## src/rtl/dt_pkg.sv

```systemverilog
// Shared geometry, address widths, FSM encoding and bit-order helper for the distance-map binary packer.
// Latency/backpressure: not applicable (declarations only).
package dt_pkg;

  localparam int IMG_W   = 128;
  localparam int IMG_H   = 128;
  localparam int WORD_W  = 16;

  localparam int PIX_AW  = $clog2(IMG_W * IMG_H);
  localparam int WORD_AW = $clog2(IMG_W * IMG_H / WORD_W);
  localparam int FILL_W  = $clog2(WORD_W);
  localparam int CNT_W   = PIX_AW + 1;

  localparam logic [PIX_AW-1:0] PIX_LAST = PIX_AW'(IMG_W * IMG_H - 1);

  typedef enum logic [1:0] {
    ST_IDLE,
    ST_RUN,
    ST_DRAIN,
    ST_FIN
  } st_t;

  // Bit position of a column inside its packed word: lowest column lands in the MSB.
  function automatic int bit_index(input int col);
    return WORD_W - 1 - (col % WORD_W);
  endfunction

endpackage

```

## src/rtl/dt_bin_pack_if.sv

```systemverilog
// Control, result-RAM read and binary-RAM write signals of the packer.
// No handshake: reads are issued every cycle in RUN and both RAMs are assumed always ready.
interface dt_bin_pack_if;
  import dt_pkg::*;

  logic                 start;
  logic [7:0]           thr;
  logic                 busy;
  logic                 done;
  logic                 res_rd;
  logic [PIX_AW-1:0]    res_addr;
  logic [7:0]           res_di;
  logic                 bin_wr;
  logic [WORD_AW-1:0]   bin_addr;
  logic [WORD_W-1:0]    bin_do;
  logic [CNT_W-1:0]     ones_cnt;

  modport master (
    output start, thr, res_di,
    input  busy, done, res_rd, res_addr, bin_wr, bin_addr, bin_do, ones_cnt
  );

  modport slave (
    input  start, thr, res_di,
    output busy, done, res_rd, res_addr, bin_wr, bin_addr, bin_do, ones_cnt
  );

endinterface

```

## src/rtl/dt_bit_packer.sv

```systemverilog
// Shifts thresholded pixels MSB-first into words, emits one write per full word and counts ones.
// Latency: word presented the cycle after its last pixel; no backpressure, accepts one pixel per cycle.
module dt_bit_packer
  import dt_pkg::*;
(
  input  logic               clk,
  input  logic               reset,
  input  logic               clr,
  input  logic               pix_vld,
  input  logic               pix_bit,
  output logic               word_vld,
  output logic [WORD_AW-1:0] word_addr,
  output logic [WORD_W-1:0]  word_dat,
  output logic [CNT_W-1:0]   ones_cnt
);

  logic [WORD_W-1:0]  sr_q, sr_d;
  logic [FILL_W-1:0]  fill_q, fill_d;
  logic [WORD_AW-1:0] wcnt_q, wcnt_d;
  logic               wr_q, wr_d;
  logic [WORD_AW-1:0] waddr_q, waddr_d;
  logic [WORD_W-1:0]  wdat_q, wdat_d;
  logic [CNT_W-1:0]   ones_q, ones_d;

  always_ff @(posedge clk or negedge reset) begin
    if (!reset) begin
      sr_q    <= '0;
      fill_q  <= '0;
      wcnt_q  <= '0;
      wr_q    <= 1'b0;
      waddr_q <= '0;
      wdat_q  <= '0;
      ones_q  <= '0;
    end else begin
      sr_q    <= sr_d;
      fill_q  <= fill_d;
      wcnt_q  <= wcnt_d;
      wr_q    <= wr_d;
      waddr_q <= waddr_d;
      wdat_q  <= wdat_d;
      ones_q  <= ones_d;
    end
  end

  always_comb begin
    sr_d    = sr_q;
    fill_d  = fill_q;
    wcnt_d  = wcnt_q;
    wr_d    = 1'b0;
    waddr_d = waddr_q;
    wdat_d  = wdat_q;
    ones_d  = ones_q;
    if (clr) begin
      sr_d    = '0;
      fill_d  = '0;
      wcnt_d  = '0;
      waddr_d = '0;
      wdat_d  = '0;
      ones_d  = '0;
    end else if (pix_vld) begin
      sr_d   = {sr_q[WORD_W-2:0], pix_bit};
      fill_d = fill_q + FILL_W'(1);
      ones_d = ones_q + CNT_W'(pix_bit);
      // The fill counter wraps on its own after the last pixel of a word.
      if (fill_q == FILL_W'(WORD_W - 1)) begin
        wr_d    = 1'b1;
        wdat_d  = sr_d;
        waddr_d = wcnt_q;
        wcnt_d  = wcnt_q + WORD_AW'(1);
      end
    end
  end

  assign word_vld  = wr_q;
  assign word_addr = waddr_q;
  assign word_dat  = wdat_q;
  assign ones_cnt  = ones_q;

endmodule

```

## src/rtl/dt_bin_pack.sv

```systemverilog
// Thresholds the distance map to 1 bit/pixel and packs 16 pixels MSB-first per binary-RAM word (option DT_BIN_PACK_BORDER_CLR_EN).
// Latency: start -> done in IMG_W*IMG_H+3 cycles; no backpressure, one read per cycle, RAMs always accept.
module dt_bin_pack
  import dt_pkg::*;
(
  input  logic         clk,
  input  logic         reset,
  dt_bin_pack_if.slave bus
);

  st_t               state_q, state_d;
  logic [PIX_AW-1:0] addr_q, addr_d;
  logic [7:0]        thr_q, thr_d;
  logic              done_q, done_d;
  logic              rd_vld_q;
  logic              clr;
  logic              pix_hit;
  logic              pix_bit;
  logic              word_vld;

  always_ff @(posedge clk or negedge reset) begin
    if (!reset) begin
      state_q  <= ST_IDLE;
      addr_q   <= '0;
      thr_q    <= '0;
      done_q   <= 1'b0;
      rd_vld_q <= 1'b0;
    end else begin
      state_q  <= state_d;
      addr_q   <= addr_d;
      thr_q    <= thr_d;
      done_q   <= done_d;
      rd_vld_q <= (state_q == ST_RUN);
    end
  end

  always_comb begin
    state_d = state_q;
    addr_d  = addr_q;
    thr_d   = thr_q;
    done_d  = done_q;
    clr     = 1'b0;
    case (state_q)
      ST_IDLE: begin
        if (bus.start) begin
          thr_d   = bus.thr;
          addr_d  = '0;
          done_d  = 1'b0;
          clr     = 1'b1;
          state_d = ST_RUN;
        end
      end
      ST_RUN: begin
        if (addr_q == PIX_LAST) begin
          state_d = ST_DRAIN;
        end else begin
          addr_d = addr_q + PIX_AW'(1);
        end
      end
      ST_DRAIN: begin
        // The final write can only come once the last read data has been consumed.
        if (!rd_vld_q && word_vld) begin
          done_d  = 1'b1;
          state_d = ST_FIN;
        end
      end
      ST_FIN:  state_d = ST_IDLE;
      default: state_d = ST_IDLE;
    endcase
  end

  assign pix_hit = (bus.res_di >= thr_q);

`ifdef DT_BIN_PACK_BORDER_CLR_EN
  localparam int COL_W = $clog2(IMG_W);
  localparam int ROW_W = PIX_AW - COL_W;

  logic [PIX_AW-1:0] pix_q;
  logic [ROW_W-1:0]  pix_row;
  logic [COL_W-1:0]  pix_col;
  logic              border;

  // Index of the pixel whose data is on res_di this cycle.
  always_ff @(posedge clk or negedge reset) begin
    if (!reset) begin
      pix_q <= '0;
    end else begin
      pix_q <= addr_q;
    end
  end

  assign pix_row = pix_q[PIX_AW-1:COL_W];
  assign pix_col = pix_q[COL_W-1:0];
  assign border  = (pix_row == '0) || (pix_row == ROW_W'(IMG_H - 1)) ||
                   (pix_col == '0) || (pix_col == COL_W'(IMG_W - 1));
  assign pix_bit = pix_hit & ~border;
`else
  assign pix_bit = pix_hit;
`endif

  dt_bit_packer u_packer (
    .clk       (clk),
    .reset     (reset),
    .clr       (clr),
    .pix_vld   (rd_vld_q),
    .pix_bit   (pix_bit),
    .word_vld  (word_vld),
    .word_addr (bus.bin_addr),
    .word_dat  (bus.bin_do),
    .ones_cnt  (bus.ones_cnt)
  );

  assign bus.bin_wr   = word_vld;
  assign bus.res_rd   = (state_q == ST_RUN);
  assign bus.res_addr = addr_q;
  assign bus.busy     = (state_q == ST_RUN) || (state_q == ST_DRAIN);
  assign bus.done     = done_q;

endmodule

```

## src/flat_wrapper.sv

```systemverilog
// flat-port wrapper written by rule: the top's interface ports become plain ports
module dt_bin_pack_flat import dt_pkg::*;
  (clk, reset, bus_start, bus_thr, bus_res_di, bus_busy, bus_done, bus_res_rd, bus_res_addr, bus_bin_wr, bus_bin_addr, bus_bin_do, bus_ones_cnt);
  dt_bin_pack_if bus_i ();
  input  logic clk;
  input  logic reset;
  input wire logic [$bits(bus_i.start)-1:0] bus_start;
  input wire logic [$bits(bus_i.thr)-1:0] bus_thr;
  input wire logic [$bits(bus_i.res_di)-1:0] bus_res_di;
  output wire logic [$bits(bus_i.busy)-1:0] bus_busy;
  output wire logic [$bits(bus_i.done)-1:0] bus_done;
  output wire logic [$bits(bus_i.res_rd)-1:0] bus_res_rd;
  output wire logic [$bits(bus_i.res_addr)-1:0] bus_res_addr;
  output wire logic [$bits(bus_i.bin_wr)-1:0] bus_bin_wr;
  output wire logic [$bits(bus_i.bin_addr)-1:0] bus_bin_addr;
  output wire logic [$bits(bus_i.bin_do)-1:0] bus_bin_do;
  output wire logic [$bits(bus_i.ones_cnt)-1:0] bus_ones_cnt;
  assign bus_i.start = bus_start;
  assign bus_i.thr = bus_thr;
  assign bus_i.res_di = bus_res_di;
  assign bus_busy = bus_i.busy;
  assign bus_done = bus_i.done;
  assign bus_res_rd = bus_i.res_rd;
  assign bus_res_addr = bus_i.res_addr;
  assign bus_bin_wr = bus_i.bin_wr;
  assign bus_bin_addr = bus_i.bin_addr;
  assign bus_bin_do = bus_i.bin_do;
  assign bus_ones_cnt = bus_i.ones_cnt;
  dt_bin_pack u_core (.clk(clk), .reset(reset), .bus(bus_i));
endmodule
```

## config.mk

```make
export PLATFORM = sky130hd
export DESIGN_NAME = dt_bin_pack_flat
export DESIGN_NICKNAME = d
export VERILOG_FILES = /design/src/rtl/dt_pkg.sv /design/src/rtl/dt_bin_pack_if.sv /design/src/rtl/dt_bit_packer.sv /design/src/rtl/dt_bin_pack.sv /design/src/flat_wrapper.sv
export SDC_FILE = /design/constraint.sdc
export NUM_CORES = 1
export LEC_CHECK = 0
export CORE_MARGIN = 3
export CORE_UTILIZATION = 41
export DETAILED_ROUTE_END_ITERATION = 8
export PLACE_DENSITY = 0.75
export SLEW_MARGIN = 20
export SYNTH_ARGS = -nofsm -noshare
export SYNTH_HDL_FRONTEND = slang
export SYNTH_SLANG_ARGS = --single-unit
```

## constraint.sdc

```tcl
create_clock -name clk -period 2.4 [get_ports clk]
set_clock_uncertainty 0.2 [all_clocks]
set_input_delay 0.48 -clock clk [delete_from_list [all_inputs] [get_ports clk]]
set_output_delay 0.48 -clock clk [all_outputs]
set_load 0.005 [all_outputs]
```

Word-level counts from Yosys, hierarchy flattened
Cells that the tools add are included.
{"block": "totals", "regBits": 97, "ramBits": 0, "latchBits": 0, "mem_count": 0, "elab_cells": 69, "mem_bits_ro": 0}
{"block": "op_classes", "n_addsub": 4, "muxes": 30, "order_cmp": 1, "div": 0, "bitwise": 0, "eq_ne": 9, "shift": 0, "n_reduce_logical": 13, "n_mul": 0}
{"operator": "$mux 10", "n": 6}
{"operator": "$mux 15", "n": 4}
{"operator": "$mux 16", "n": 3}
{"operator": "$mux 14", "n": 2}
{"operator": "$pmux 14 s2", "n": 1}
{"operator": "$add 15x1->15", "n": 1}
{"operator": "$add 14x1->14 const B", "n": 1}
{"operator": "$eq 14x14->1 const B", "n": 1}
{"operator": "$add 10x1->10 const B", "n": 1}
{"operator": "$reduce_and 3->1", "n": 3}
{"operator": "$ge 8x8->1", "n": 1}
{"operator": "$mux 4", "n": 2}
{"operator": "$pmux 2 s4", "n": 1}
{"operator": "$reduce_bool 2->1", "n": 4}
{"operator": "$mux 1", "n": 7}
{"operator": "$mux 2", "n": 3}
{"operator": "$add 4x1->4 const B", "n": 1}
{"operator": "$eq 2x2->1 const B", "n": 2}
{"operator": "$eq 4x4->1 const B", "n": 1}
{"operator": "$ne 2x1->1 const B", "n": 2}
{"operator": "$ne 2x2->1 const B", "n": 2}
{"operator": "$reduce_and 2->1", "n": 2}
{"operator": "$eq 2x1->1 const B", "n": 1}
{"operator": "$logic_not 2->1", "n": 1}
{"operator": "4 further kinds", "n": 4}

Longest topological paths before layout
Gate-level depths: netlist of run 1.
{"block": "logic_depth", "depth_word": 4, "depth_mapped": 14, "ltp_nobuf": 13}

Hierarchy
Synthesis of run 1 repeated with hierarchy kept, for this count alone.
{"block": "hier_totals", "hier_cells": 501, "hier_area_um2": 4822.1}
{"module": "dt_bit_packer", "cells_per_inst": 308, "area_each_um2": 3115.5, "seq_area_each_um2": 1776.7, "n_inst": 1}
{"module": "dt_bin_pack", "cells_per_inst": 193, "area_each_um2": 1706.6, "seq_area_each_um2": 650.6, "n_inst": 1}

Worst setup path after synthesis of run 1
OpenSTA, ideal clock, no wires.
{"block": "synth_path", "path_kind": "input-to-reg", "start": "input bus_res_di[0]", "end": "register u_core.u_packer.ones_q[10] (netlist: u_core.u_packer.ones_cnt[10])", "t_required_ns": 2.068, "cell_stages": 14, "slack_ns": -0.335, "setup_ns": 0.132, "t_arrival_ns": 2.403, "path_cell_list": "inv_1 > ha_1 > nand2b_1 > a21o_1 > a211oi_1 > o31a_1 > inv_1 > ha_1 > ha_1 > and3_1 > clkbuf_1 > nand4_1 > xor2_1 > nor2_1"}
{"block": "synth_between", "elab_chain_cells": 4}
{"item": "start: declaration", "line_no": "flat_wrapper.sv:9", "source": "input wire logic [$bits(bus_i.res_di)-1:0] bus_res_di;"}
{"item": "$ge 8x8->1", "line_no": "dt_bin_pack.sv:72", "source": "assign pix_hit = (bus.res_di >= thr_q);"}
{"item": "$add 15x1->15", "line_no": "dt_bit_packer.sv:63", "source": "ones_d = ones_q + CNT_W'(pix_bit);"}
{"item": "$mux 15", "line_no": "dt_bit_packer.sv:60", "source": "end else if (pix_vld) begin"}
{"item": "$mux 15", "line_no": "dt_bit_packer.sv:53", "source": "if (clr) begin"}
{"item": "end signal: assignment", "line_no": "dt_bit_packer.sv:41", "source": "ones_q <= ones_d;"}
{"item": "end: declaration", "line_no": "dt_bit_packer.sv:23", "source": "logic [CNT_W-1:0] ones_q, ones_d;"}
Every way passes these cells. The select of a mux whose other input is x is not followed.
A chain may end at the register's enable or synchronous reset.

Worst setup path after layout of run 1
{"block": "layout_path", "start": "register u_core.thr_q[0]", "end": "register u_core.u_packer.ones_q[10] (netlist: u_core.u_packer.ones_cnt[10])"}
{"block": "layout_between", "elab_chain_cells": 4}
{"item": "start: declaration", "line_no": "dt_bin_pack.sv:13", "source": "logic [7:0] thr_q, thr_d;"}
{"item": "start signal: assignment", "line_no": "dt_bin_pack.sv:31", "source": "thr_q <= thr_d;"}
{"item": "$ge 8x8->1", "line_no": "dt_bin_pack.sv:72"}
{"item": "$add 15x1->15", "line_no": "dt_bit_packer.sv:63"}
{"item": "$mux 15", "line_no": "dt_bit_packer.sv:60"}
{"item": "$mux 15", "line_no": "dt_bit_packer.sv:53"}
Every way passes these cells. The select of a mux whose other input is x is not followed.

==> flow_summary.html, run 1 <==
<table>
<tr><th>Metric</th><th>Value</th></tr>
<tr><th colspan="2">Global routing</th></tr>
<tr><td>Via count of the first global-routing pass</td><td>3644</td></tr>
<tr><td>Total global routing overflow</td><td>0</td></tr>
<tr><td>Initial antenna violation count</td><td>0</td></tr>
<tr><td>First-pass GRT wire length</td><td>16900 um</td></tr>
<tr><td>Total global routing track utilization</td><td>16.4%</td></tr>
<tr><td>Pin count of the biggest net entering global routing</td><td>72</td></tr>
<tr><th colspan="2">Synth</th></tr>
<tr><td>Netlist cell types</td><td>38</td></tr>
<tr><td>Area of the mapped netlist</td><td>4500 um^2</td></tr>
<tr><td>Synthesis-stage register bit count</td><td>97</td></tr>
<tr><td>Area fraction in and, or, nand and nor cells after synthesis</td><td>18.7%</td></tr>
<tr><td>Post-synthesis share of cell area spent on full adders, half adders and majority gates</td><td>4.45%</td></tr>
<tr><td>Net count of the mapped netlist</td><td>497</td></tr>
<tr><td>Compound-gate portion of the synthesized area</td><td>10.1%</td></tr>
<tr><td>Multiplexer fraction of the synthesized cell area</td><td>4.50%</td></tr>
<tr><td>Warning count from the yosys run</td><td>0</td></tr>
<tr><td>Main combinational cell family by area after synthesis</td><td>simple AND/OR/NAND/NOR gates</td></tr>
<tr><td>Cell count after synthesis</td><td>462</td></tr>
<tr><td>Post-synthesis average cell area</td><td>9.75 um^2</td></tr>
<tr><td>Synth Area in XOR/XNOR</td><td>4.67%</td></tr>
<tr><td>Sequential share of the synthesized area</td><td>53.9%</td></tr>
<tr><th colspan="2">Clock tree</th></tr>
<tr><td>Cell at the root of the clock tree</td><td>sky130_fd_sc_hd__clkbuf_8</td></tr>
<tr><td>Clock tree from TritonCTS</td><td>done</td></tr>
<tr><td>Clock transition at the register clock pins on the worst setup and hold paths after CTS</td><td>0.11 ns</td></tr>
<tr><td>Level count of the clock H-tree</td><td>3</td></tr>
<tr><td>Worst skew pair latency</td><td>0.36 ns</td></tr>
<tr><td>Sink count of the clock tree</td><td>97</td></tr>
<tr><td>Number of buffers created by CTS</td><td>9</td></tr>
<tr><td>Maximum clock path buffer count</td><td>2</td></tr>
<tr><th colspan="2">Timing</th></tr>
<tr><td>Hold violation total from the final report</td><td>0</td></tr>
<tr><td>Slew at the pin with the worst max-slew slack</td><td>0.504 ns</td></tr>
<tr><td>Highest clock rate</td><td>395 MHz</td></tr>
<tr><td>Period utilization</td><td>105%</td></tr>
<tr><td>Max Slew Vio Count</td><td>0</td></tr>
<tr><td>Unrepaired setup endpoints after global routing</td><td>true</td></tr>
<tr><td>Final setup margin</td><td>-0.132 ns</td></tr>
<tr><td>Finish-stage setup viols</td><td>10</td></tr>
<tr><td>Clock period minus worst slack</td><td>2.53 ns</td></tr>
<tr><td>Normalized max-slew margin</td><td>66.4%</td></tr>
<tr><th colspan="2">Setup path</th></tr>
<tr><td>Required time of the critical path</td><td>2.45 ns</td></tr>
<tr><td>R2R Path Start</td><td>u_core.thr_q[0]</td></tr>
<tr><td>Type of the worst setup path</td><td>flip-flop to flip-flop</td></tr>
<tr><td>Crit path capture type</td><td>flip-flop</td></tr>
<tr><td>Most frequent cell on the critical path</td><td>sky130_fd_sc_hd__ha_4</td></tr>
<tr><td>Data arrival time at the worst-slack endpoint</td><td>2.58 ns</td></tr>
<tr><td>Worst path cell trace</td><td>ha_4 &gt; nand2b_4 &gt; a21o_1 &gt; a211oi_2 &gt; o31a_1 &gt; inv_1 &gt; ha_2 &gt; ha_4 &gt; and3_4 &gt; nand4_1 &gt; xor2_1 &gt; nor2_1</td></tr>
<tr><td>Crit start category</td><td>flip-flop</td></tr>
<tr><td>Largest fanout on the critical path</td><td>6</td></tr>
<tr><td>Largest stage delay, worst path</td><td>0.41 ns</td></tr>
<tr><td>Crit-path slowest cell</td><td>sky130_fd_sc_hd__dfrtp_1</td></tr>
<tr><td>Timing startpoint of the critical path</td><td>u_core.thr_q[0]</td></tr>
<tr><th colspan="2">Worst hold path</th></tr>
<tr><td>Startpoint of the lowest-slack hold path</td><td>u_core.u_packer.word_addr[4]</td></tr>
<tr><td>Kind of path behind the tightest hold check</td><td>flip-flop to flip-flop</td></tr>
<tr><th colspan="2">Power and ir drop</th></tr>
<tr><td>Cell internal power dissipation</td><td>2.09 mW</td></tr>
<tr><td>Ratio of total power to cell area</td><td>478 nW/um^2</td></tr>
<tr><td>Net load switching power</td><td>0.687 mW</td></tr>
<tr><td>Clk pwr share</td><td>36.6%</td></tr>
<tr><td>Leak Pwr</td><td>2.78 nW</td></tr>
<tr><td>Combinational fraction of design power</td><td>4.1%</td></tr>
<tr><td>Max IR drop VDD</td><td>0.289 mV</td></tr>
<tr><td>Switching power as a share of total power</td><td>24.7%</td></tr>
<tr><td>Part of the power in registers</td><td>59.3%</td></tr>
<tr><th colspan="2">Outcome</th></tr>
<tr><td>Status</td><td>complete, but fails checks</td></tr>
<tr><td>Failing checks</td><td>negative setup slack</td></tr>
<tr><th colspan="2">Placed design</th></tr>
<tr><td>Detailed Place HPWL</td><td>6760 um</td></tr>
<tr><td>Buffers added on ports</td><td>77</td></tr>
<tr><td>Routability cong.</td><td>0.846</td></tr>
<tr><td>Worst setup slack before clock tree synthesis</td><td>-0.840 ns</td></tr>
<tr><td>Placed Instance Area</td><td>5550 um^2</td></tr>
<tr><th colspan="2">Drt</th></tr>
<tr><td>Total Routed Length</td><td>9640 um</td></tr>
<tr><td>Total via count after detailed routing</td><td>3547</td></tr>
<tr><td>Iteration count of the initial detailed-routing pass</td><td>6</td></tr>
<tr><td>Number of DRC markers after the initial detailed-route iteration</td><td>144</td></tr>
<tr><td>Detail-routed net length per standard cell</td><td>14.0 um</td></tr>
<tr><td>Count of nets left with antenna violations after detail routing</td><td>0</td></tr>
<tr><td>Number of DRC violations after detailed routing</td><td>0</td></tr>
<tr><td>Vias per cell</td><td>5.16</td></tr>
<tr><th colspan="2">Layout</th></tr>
<tr><td>Multi-input gate area in the final layout</td><td>2020 um^2</td></tr>
<tr><td>Final design area excluding fillers</td><td>5820 um^2</td></tr>
<tr><td>Area taken by flip-flops and latches</td><td>2430 um^2</td></tr>
<tr><td>Antenna diode count</td><td>0</td></tr>
<tr><td>Commonest cells after routing, fill and taps aside</td><td>sky130_fd_sc_hd__dfrtp_1, sky130_fd_sc_hd__nand2_1, sky130_fd_sc_hd__clkdlybuf4s50_1, sky130_fd_sc_hd__nor2_1, sky130_fd_sc_hd__a21oi_1</td></tr>
<tr><td>Number of nets in the finished design</td><td>581</td></tr>
<tr><td>Number of fill cells in the layout</td><td>933</td></tr>
<tr><td>Area grow syn2layout</td><td>29.3%</td></tr>
<tr><td>Layout Utilization</td><td>55.4%</td></tr>
<tr><td>Most common cell after layout, fill and taps aside</td><td>sky130_fd_sc_hd__dfrtp_1</td></tr>
<tr><td>Share of final-layout standard cells stronger than drive strength 1</td><td>11.4%</td></tr>
<tr><th colspan="2">Flow run</th></tr>
<tr><td>Max-cap violations</td><td>0</td></tr>
<tr><th colspan="2">Floorplanning</th></tr>
<tr><td>Die height</td><td>111 um</td></tr>
<tr><td>Die Footprint</td><td>12300 um^2</td></tr>
<tr><td>Die width</td><td>111 um</td></tr>
<tr><td>Core region area</td><td>10500 um^2</td></tr>
<tr><td>Std cell rows</td><td>37</td></tr>
<tr><td>Effective utilization at floorplan</td><td>42.9%</td></tr>
<tr><td>I/O Pins</td><td>78</td></tr>
</table>
## cell usage after synthesis
library cell                n  area share (%)
sky130_fd_sc_hd__mux2_1     1            0.25
sky130_fd_sc_hd__o21ai_0   17             1.9
sky130_fd_sc_hd__xnor2_1    8             1.6
sky130_fd_sc_hd__a21oi_1   33             3.7
sky130_fd_sc_hd__mux2_2     1            0.25
sky130_fd_sc_hd__o31a_1     1            0.19
sky130_fd_sc_hd__ha_1      16             4.4
sky130_fd_sc_hd__o31ai_1    6             1.0
sky130_fd_sc_hd__nor4_1     2            0.28
sky130_fd_sc_hd__nand3_1   12             1.3
sky130_fd_sc_hd__nor2_1    48             4.0
sky130_fd_sc_hd__or3_1      3            0.42
sky130_fd_sc_hd__a21o_1     7             1.2
sky130_fd_sc_hd__and2_1     5            0.69
sky130_fd_sc_hd__a211oi_1   4            0.67
sky130_fd_sc_hd__or2_2      1            0.14
sky130_fd_sc_hd__buf_4      1            0.17
sky130_fd_sc_hd__nand4_1   11             1.5
sky130_fd_sc_hd__or4_4      1            0.25
sky130_fd_sc_hd__dfrtp_1   97              54
sky130_fd_sc_hd__buf_1      2            0.17
sky130_fd_sc_hd__nand2b_1   5            0.69
sky130_fd_sc_hd__o22ai_4    1            0.44
sky130_fd_sc_hd__inv_1     17             1.4
sky130_fd_sc_hd__o221ai_1   1            0.19
sky130_fd_sc_hd__buf_6      1            0.25
sky130_fd_sc_hd__mux2i_1   18             4.0
sky130_fd_sc_hd__clkbuf_1  19             1.6
sky130_fd_sc_hd__and3_1     8             1.1
sky130_fd_sc_hd__o21ai_1    5            0.56
sky130_fd_sc_hd__xor2_1    16             3.1
sky130_fd_sc_hd__nand3_2    1            0.22
sky130_fd_sc_hd__a31oi_1    2            0.28
sky130_fd_sc_hd__nor3_1     5            0.56
sky130_fd_sc_hd__nand2_1   81             6.8
sky130_fd_sc_hd__nand3b_1   1            0.17
sky130_fd_sc_hd__and4_1     3            0.58
sky130_fd_sc_hd__buf_2      1            0.11
## critical path: cells and delay by family, from the launching register on
family / cells / cell delay, ns
compound gates: 3 / 0.59
xor+xnor: 1 / 0.16
fa+ha+maj: 3 / 0.56
buf+inv: 1 / 0.07
flops: 1 / 0.41
simple gates: 4 / 0.42
## what timing repair did
item | 4_1_cts | 5_1_grt
setup endpoints to repair | 15 | 27
pin swaps | 7 | 12
gates resized for setup | 8 | 10
setup buffers | 1 | 4
hold buffers | 1 | 0
endpoints found under the hold margin | 35 | 0
## sequential cells by signal, summed over array words and instances, names as in the netlist
register / count
u_core.u_packer.ones_cnt: 15
u_core.state_q: 2
u_core.thr_q: 8
u_core.bus.done: 1
u_core.bus.res_addr: 14
u_core.u_packer.sr_q: 15
u_core.u_packer.wcnt_q: 10
u_core.rd_vld_q: 1
u_core.u_packer.word_dat: 16
u_core.u_packer.word_vld: 1
u_core.u_packer.word_addr: 10
u_core.u_packer.fill_q: 4
## power groups by stage
| stage | Clock, mW | Sequential (mW) | Combinational (mW) |
|---|---|---|---|
| 2_1_floorplan | 0 | 1.68 | 0.0214 |
| 3_3_place_gp | 0 | 1.68 | 0.115 |
| 3_5_place_dp | 0 | 1.68 | 0.118 |
| 4_1_cts | 1.06 | 1.65 | 0.119 |
| 5_1_grt | 1.11 | 1.65 | 0.128 |
| 6_report | 1.02 | 1.65 | 0.113 |
## worst paths after layout
check                                                     to  slack (ns)  cells past startpoint
min in group asynchronous       u_core.u_packer.word_dat[12]        0.40                      2
worst max-delay path            u_core.u_packer.ones_cnt[10]       -0.13                     12
worst min-delay path            u_core.u_packer.word_addr[4]        0.33                      2
worst max register to register  u_core.u_packer.ones_cnt[10]       -0.13                     12
worst min register to register  u_core.u_packer.word_addr[4]        0.33                      2
max in group asynchronous                    u_core.thr_q[3]        0.98                      3
## area by class of cell
type                            instances  area share [%]
Multi-Input combinational cell        324            34.6
Clock buffer                            9            2.13
Inverter                               17            1.23
Tap cell                              136            2.92
Timing Repair Buffer                   97            16.4
Clock inverter                          7            1.03
Sequential cell                        97            41.7
## routing by layer
metal / global-route usage (%) / vias to the layer above / part of all wire [%]
met5: 0 / - / 0
met4: 6.24 / 0 / 1.4
met2: 28.0 / 66 / 50
li1: - / 1725 / -
met3: 2.95 / 10 / 3.5
met1: 20.9 / 1746 / 45
## stage by stage
stage	power [mW]	hold WS [ns]	cells	TNS (ns)
after global routing	2.89	0.352	687	-2.04
after floorplan	1.70	-0.0156	462	-0.908
after detailed placement	1.80	0.286	665	-11.15
final	2.78	0.331	687	-0.855
after global placement	1.80	0.277	665	-10.34
after CTS	2.83	0.334	683	-1.16
## kinds of logic after synthesis
| group | after synthesis |
|---|---|
| simple gates | 187 |
| flops | 97 |
| compound gates | 77 |
| buf+inv | 41 |
| xor+xnor | 24 |
| mux | 20 |
| fa+ha+maj | 16 |
Note: power is estimated with default switching activity, not from simulation.
==> run 2: changes to the inputs <==
--- a/config.mk
+++ b/config.mk
@@ -5,6 +5,7 @@
 export SDC_FILE = /design/constraint.sdc
 export NUM_CORES = 1
 export LEC_CHECK = 0
+export CORE_ASPECT_RATIO = 1.5
 export CORE_MARGIN = 3
 export CORE_UTILIZATION = 41
 export DETAILED_ROUTE_END_ITERATION = 8
==> flow_summary.html, run 2 (synthesized netlist as in run 1, its figures left out) <==
<table>
<tr><th>Metric</th><th>Value</th></tr>
<tr><th colspan="2">Power and ir drop</th></tr>
<tr><td>Final Power</td><td>3.18 mW (+14%)</td></tr>
<tr><td>Part of the power in registers</td><td>52.0% (-7.3 points)</td></tr>
<tr><td>Ratio of total power to cell area</td><td>534 nW/um^2 (+12%)</td></tr>
<tr><td>Net load switching power</td><td>0.672 mW (-2.2%)</td></tr>
<tr><td>Switching power as a share of total power</td><td>21.1% (-3.6 points)</td></tr>
<tr><td>Max IR drop VDD</td><td>0.352 mV (+21%)</td></tr>
<tr><td>Leak Pwr</td><td>2.83 nW (+2.0%)</td></tr>
<tr><td>Clk pwr share</td><td>44.5% (+7.9 points)</td></tr>
<tr><td>Cell internal power dissipation</td><td>2.51 mW (+20%)</td></tr>
<tr><td>Combinational fraction of design power</td><td>3.5% (-0.6 points)</td></tr>
<tr><th colspan="2">Flow run</th></tr>
<tr><td>Max-cap violations</td><td>0 (unchanged)</td></tr>
<tr><th colspan="2">Layout</th></tr>
<tr><td>Most common cell after layout, fill and taps aside</td><td>sky130_fd_sc_hd__dfrtp_1</td></tr>
<tr><td>Share of final-layout standard cells stronger than drive strength 1</td><td>11.4% (-0.021 points)</td></tr>
<tr><td>Number of fill cells in the layout</td><td>927 (-0.64%)</td></tr>
<tr><td>Layout Utilization</td><td>55.9% (+0.52 points)</td></tr>
<tr><td>Final design area excluding fillers</td><td>5950 um^2 (+2.3%)</td></tr>
<tr><td>Area grow syn2layout</td><td>32.2%</td></tr>
<tr><td>Number of nets in the finished design</td><td>582 (+0.17%)</td></tr>
<tr><td>Commonest cells after routing, fill and taps aside</td><td>sky130_fd_sc_hd__dfrtp_1, sky130_fd_sc_hd__nand2_1, sky130_fd_sc_hd__clkdlybuf4s50_1, sky130_fd_sc_hd__nor2_1, sky130_fd_sc_hd__a21oi_1</td></tr>
<tr><td>Multi-input gate area in the final layout</td><td>2030 um^2 (+0.62%)</td></tr>
<tr><td>Flip-flop count of the largest register, all copies and words added</td><td>16 (unchanged)</td></tr>
<tr><td>Antenna diode count</td><td>0 (unchanged)</td></tr>
<tr><td>Area taken by flip-flops and latches</td><td>2430 um^2 (unchanged)</td></tr>
<tr><th colspan="2">Drt</th></tr>
<tr><td>Total Routed Length</td><td>9700 um (+0.61%)</td></tr>
<tr><td>Total via count after detailed routing</td><td>3534 (-0.37%)</td></tr>
<tr><td>Count of nets left with antenna violations after detail routing</td><td>0 (unchanged)</td></tr>
<tr><td>Iteration count of the initial detailed-routing pass</td><td>4 (-2)</td></tr>
<tr><td>Detail-routed net length per standard cell</td><td>13.9 um (-0.69%)</td></tr>
<tr><td>Number of DRC markers after the initial detailed-route iteration</td><td>118 (-18%)</td></tr>
<tr><td>Vias per cell</td><td>5.08 (-1.7%)</td></tr>
<tr><td>Number of DRC violations after detailed routing</td><td>0 (unchanged)</td></tr>
<tr><th colspan="2">Floorplanning</th></tr>
<tr><td>I/O Pins</td><td>78 (unchanged)</td></tr>
<tr><td>Effective utilization at floorplan</td><td>42.3% (-0.56 points)</td></tr>
<tr><td>Core region area</td><td>10600 um^2 (+1.3%)</td></tr>
<tr><td>Std cell rows</td><td>46 (+24%)</td></tr>
<tr><td>Die height</td><td>134 um (+21%)</td></tr>
<tr><td>Die Footprint</td><td>12300 um^2 (+0.21%)</td></tr>
<tr><td>Die width</td><td>91.6 um (-17%)</td></tr>
<tr><th colspan="2">Global routing</th></tr>
<tr><td>Initial antenna violation count</td><td>0 (unchanged)</td></tr>
<tr><td>Total global routing track utilization</td><td>16.5% (+0.031 points)</td></tr>
<tr><td>Total global routing overflow</td><td>0 (unchanged)</td></tr>
<tr><td>Pin count of the biggest net entering global routing</td><td>49 (-32%)</td></tr>
<tr><td>Via count of the first global-routing pass</td><td>3547 (-2.7%)</td></tr>
<tr><td>First-pass GRT wire length</td><td>16400 um (-3.0%)</td></tr>
<tr><th colspan="2">Placed design</th></tr>
<tr><td>Detailed Place HPWL</td><td>6900 um (+2.1%)</td></tr>
<tr><td>Buffers added on ports</td><td>77 (unchanged)</td></tr>
<tr><td>Placed Instance Area</td><td>5560 um^2 (+0.32%)</td></tr>
<tr><td>Routability cong.</td><td>0.861 (+1.8%)</td></tr>
<tr><th colspan="2">Timing</th></tr>
<tr><td>Highest clock rate</td><td>391 MHz (-0.92%)</td></tr>
<tr><td>Slew at the pin with the worst max-slew slack</td><td>0.403 ns (-0.100 ns)</td></tr>
<tr><td>Period utilization</td><td>106% (+0.98 points)</td></tr>
<tr><td>Final setup margin</td><td>-0.155 ns (-0.0235 ns)</td></tr>
<tr><td>Finish-stage setup viols</td><td>8 (-2)</td></tr>
<tr><td>Clock period minus worst slack</td><td>2.56 ns (+0.0235 ns)</td></tr>
<tr><td>Max Slew Vio Count</td><td>0 (unchanged)</td></tr>
<tr><td>Hold violation total from the final report</td><td>0 (unchanged)</td></tr>
<tr><td>Unrepaired setup endpoints after global routing</td><td>true</td></tr>
<tr><td>Normalized max-slew margin</td><td>73.1% (+6.7 points)</td></tr>
<tr><th colspan="2">Setup path</th></tr>
<tr><td>Most frequent cell on the critical path</td><td>sky130_fd_sc_hd__ha_4</td></tr>
<tr><td>Type of the worst setup path</td><td>primary input to flip-flop</td></tr>
<tr><td>Largest fanout on the critical path</td><td>6 (unchanged)</td></tr>
<tr><td>Data arrival time at the worst-slack endpoint</td><td>2.57 ns (about the same)</td></tr>
<tr><td>Crit start category</td><td>primary input</td></tr>
<tr><td>Crit path capture type</td><td>flip-flop</td></tr>
<tr><td>Largest stage delay, worst path</td><td>0.43 ns (+0.02 ns)</td></tr>
<tr><td>Required time of the critical path</td><td>2.42 ns (-0.03 ns)</td></tr>
<tr><td>Crit-path slowest cell</td><td>sky130_fd_sc_hd__clkdlybuf4s50_1</td></tr>
<tr><td>Worst path cell trace</td><td>clkdlybuf4s50_1 &gt; ha_1 &gt; a211oi_2 &gt; o31a_1 &gt; inv_2 &gt; ha_4 &gt; ha_4 &gt; and3_4 &gt; nand4_1 &gt; xor2_1 &gt; nor2_1</td></tr>
<tr><th colspan="2">Outcome</th></tr>
<tr><td>Failing checks</td><td>negative setup slack</td></tr>
<tr><td>Status</td><td>complete, but fails checks</td></tr>
<tr><th colspan="2">Clock tree</th></tr>
<tr><td>Sink count of the clock tree</td><td>97 (unchanged)</td></tr>
<tr><td>Number of buffers created by CTS</td><td>9 (unchanged)</td></tr>
<tr><td>Maximum clock path buffer count</td><td>2 (unchanged)</td></tr>
<tr><td>Clock tree from TritonCTS</td><td>done</td></tr>
<tr><td>Worst skew pair latency</td><td>0.34 ns (-0.02 ns)</td></tr>
<tr><td>Cell at the root of the clock tree</td><td>sky130_fd_sc_hd__clkbuf_16</td></tr>
<tr><td>Clock transition at the register clock pins on the worst setup and hold paths after CTS</td><td>0.07 ns (-0.04 ns)</td></tr>
<tr><td>Level count of the clock H-tree</td><td>3 (unchanged)</td></tr>
<tr><th colspan="2">Worst hold path</th></tr>
<tr><td>Kind of path behind the tightest hold check</td><td>flip-flop to flip-flop</td></tr>
</table>
run 2: worst paths after layout:
check,start,end,slack [ns],cells after the start
max,bus_res_di[2],u_core.u_packer.ones_cnt[10],-0.16,11
min,u_core.u_packer.word_addr[7],u_core.u_packer.word_addr[7],0.32,2
max reg2reg,u_core.thr_q[0],u_core.u_packer.ones_cnt[10],-0.14,12
min reg2reg,u_core.u_packer.word_addr[7],u_core.u_packer.word_addr[7],0.32,2
max in group asynchronous,reset,u_core.u_packer.word_dat[6],0.90,3
min in group asynchronous,reset,u_core.bus.res_addr[4],0.42,2
run 2: power by group through the flow:
stage / Sequential, mW / Clock (mW) / Combinational [mW]
after floorplan: 1.68 / 0 / 0.0214
after global placement: 1.68 / 0 / 0.113
after detailed placement: 1.68 / 0 / 0.115
after CTS: 1.65 / 1.46 / 0.116
after global routing: 1.65 / 1.53 / 0.126
final: 1.65 / 1.42 / 0.111
run 2: routing by layer:
metal	up-vias	global-route usage, %	part of all wire, %
li1	1723	-	-
met2	68	29.3	52
met1	1730	19.1	42
met4	0	8.14	2.0
met5	-	0	0
met3	13	2.53	3.2
run 2: worst max-delay path, delay by kind of cell:
family                   cells  cell delay, ns
buffers and inverters        2            0.50
XOR/XNOR                     1            0.17
AND/OR/NAND/NOR              3            0.33
adder cells (fa/ha/maj)      3            0.63
AO/OA/AOI/OAI                2            0.47
run 2: cell type report:
cell class / count / share of cell area (%)
flip-flops and latches: 97 / 40.8
multi-input cells: 324 / 34.1
repair buffers: 98 / 15.9
clock buffers: 10 / 3.85
well taps: 144 / 3.03
inverters: 17 / 1.20
clock inverters: 6 / 1.16
run 2: timing repair:
action	CTS	global route
pin swaps	17	14
buffers inserted	0	5
resized for setup	19	1
hold buffers	1	0
setup endpoints to repair	15	19
hold endpoints to repair	29	0
run 2: per-stage QoR:
| step | TNS [ns] | instances | hold WS (ns) | setup WS [ns] |
|---|---|---|---|---|
| final | -0.833 | 696 | 0.322 | -0.155 |
| after global routing | -1.73 | 696 | 0.347 | -0.236 |
| after CTS | -1.05 | 691 | 0.327 | -0.199 |
| after detailed placement | -11.33 | 674 | 0.244 | -0.866 |
| after global placement | -10.50 | 674 | 0.238 | -0.811 |
| after floorplan | -0.908 | 462 | -0.0156 | -0.138 |
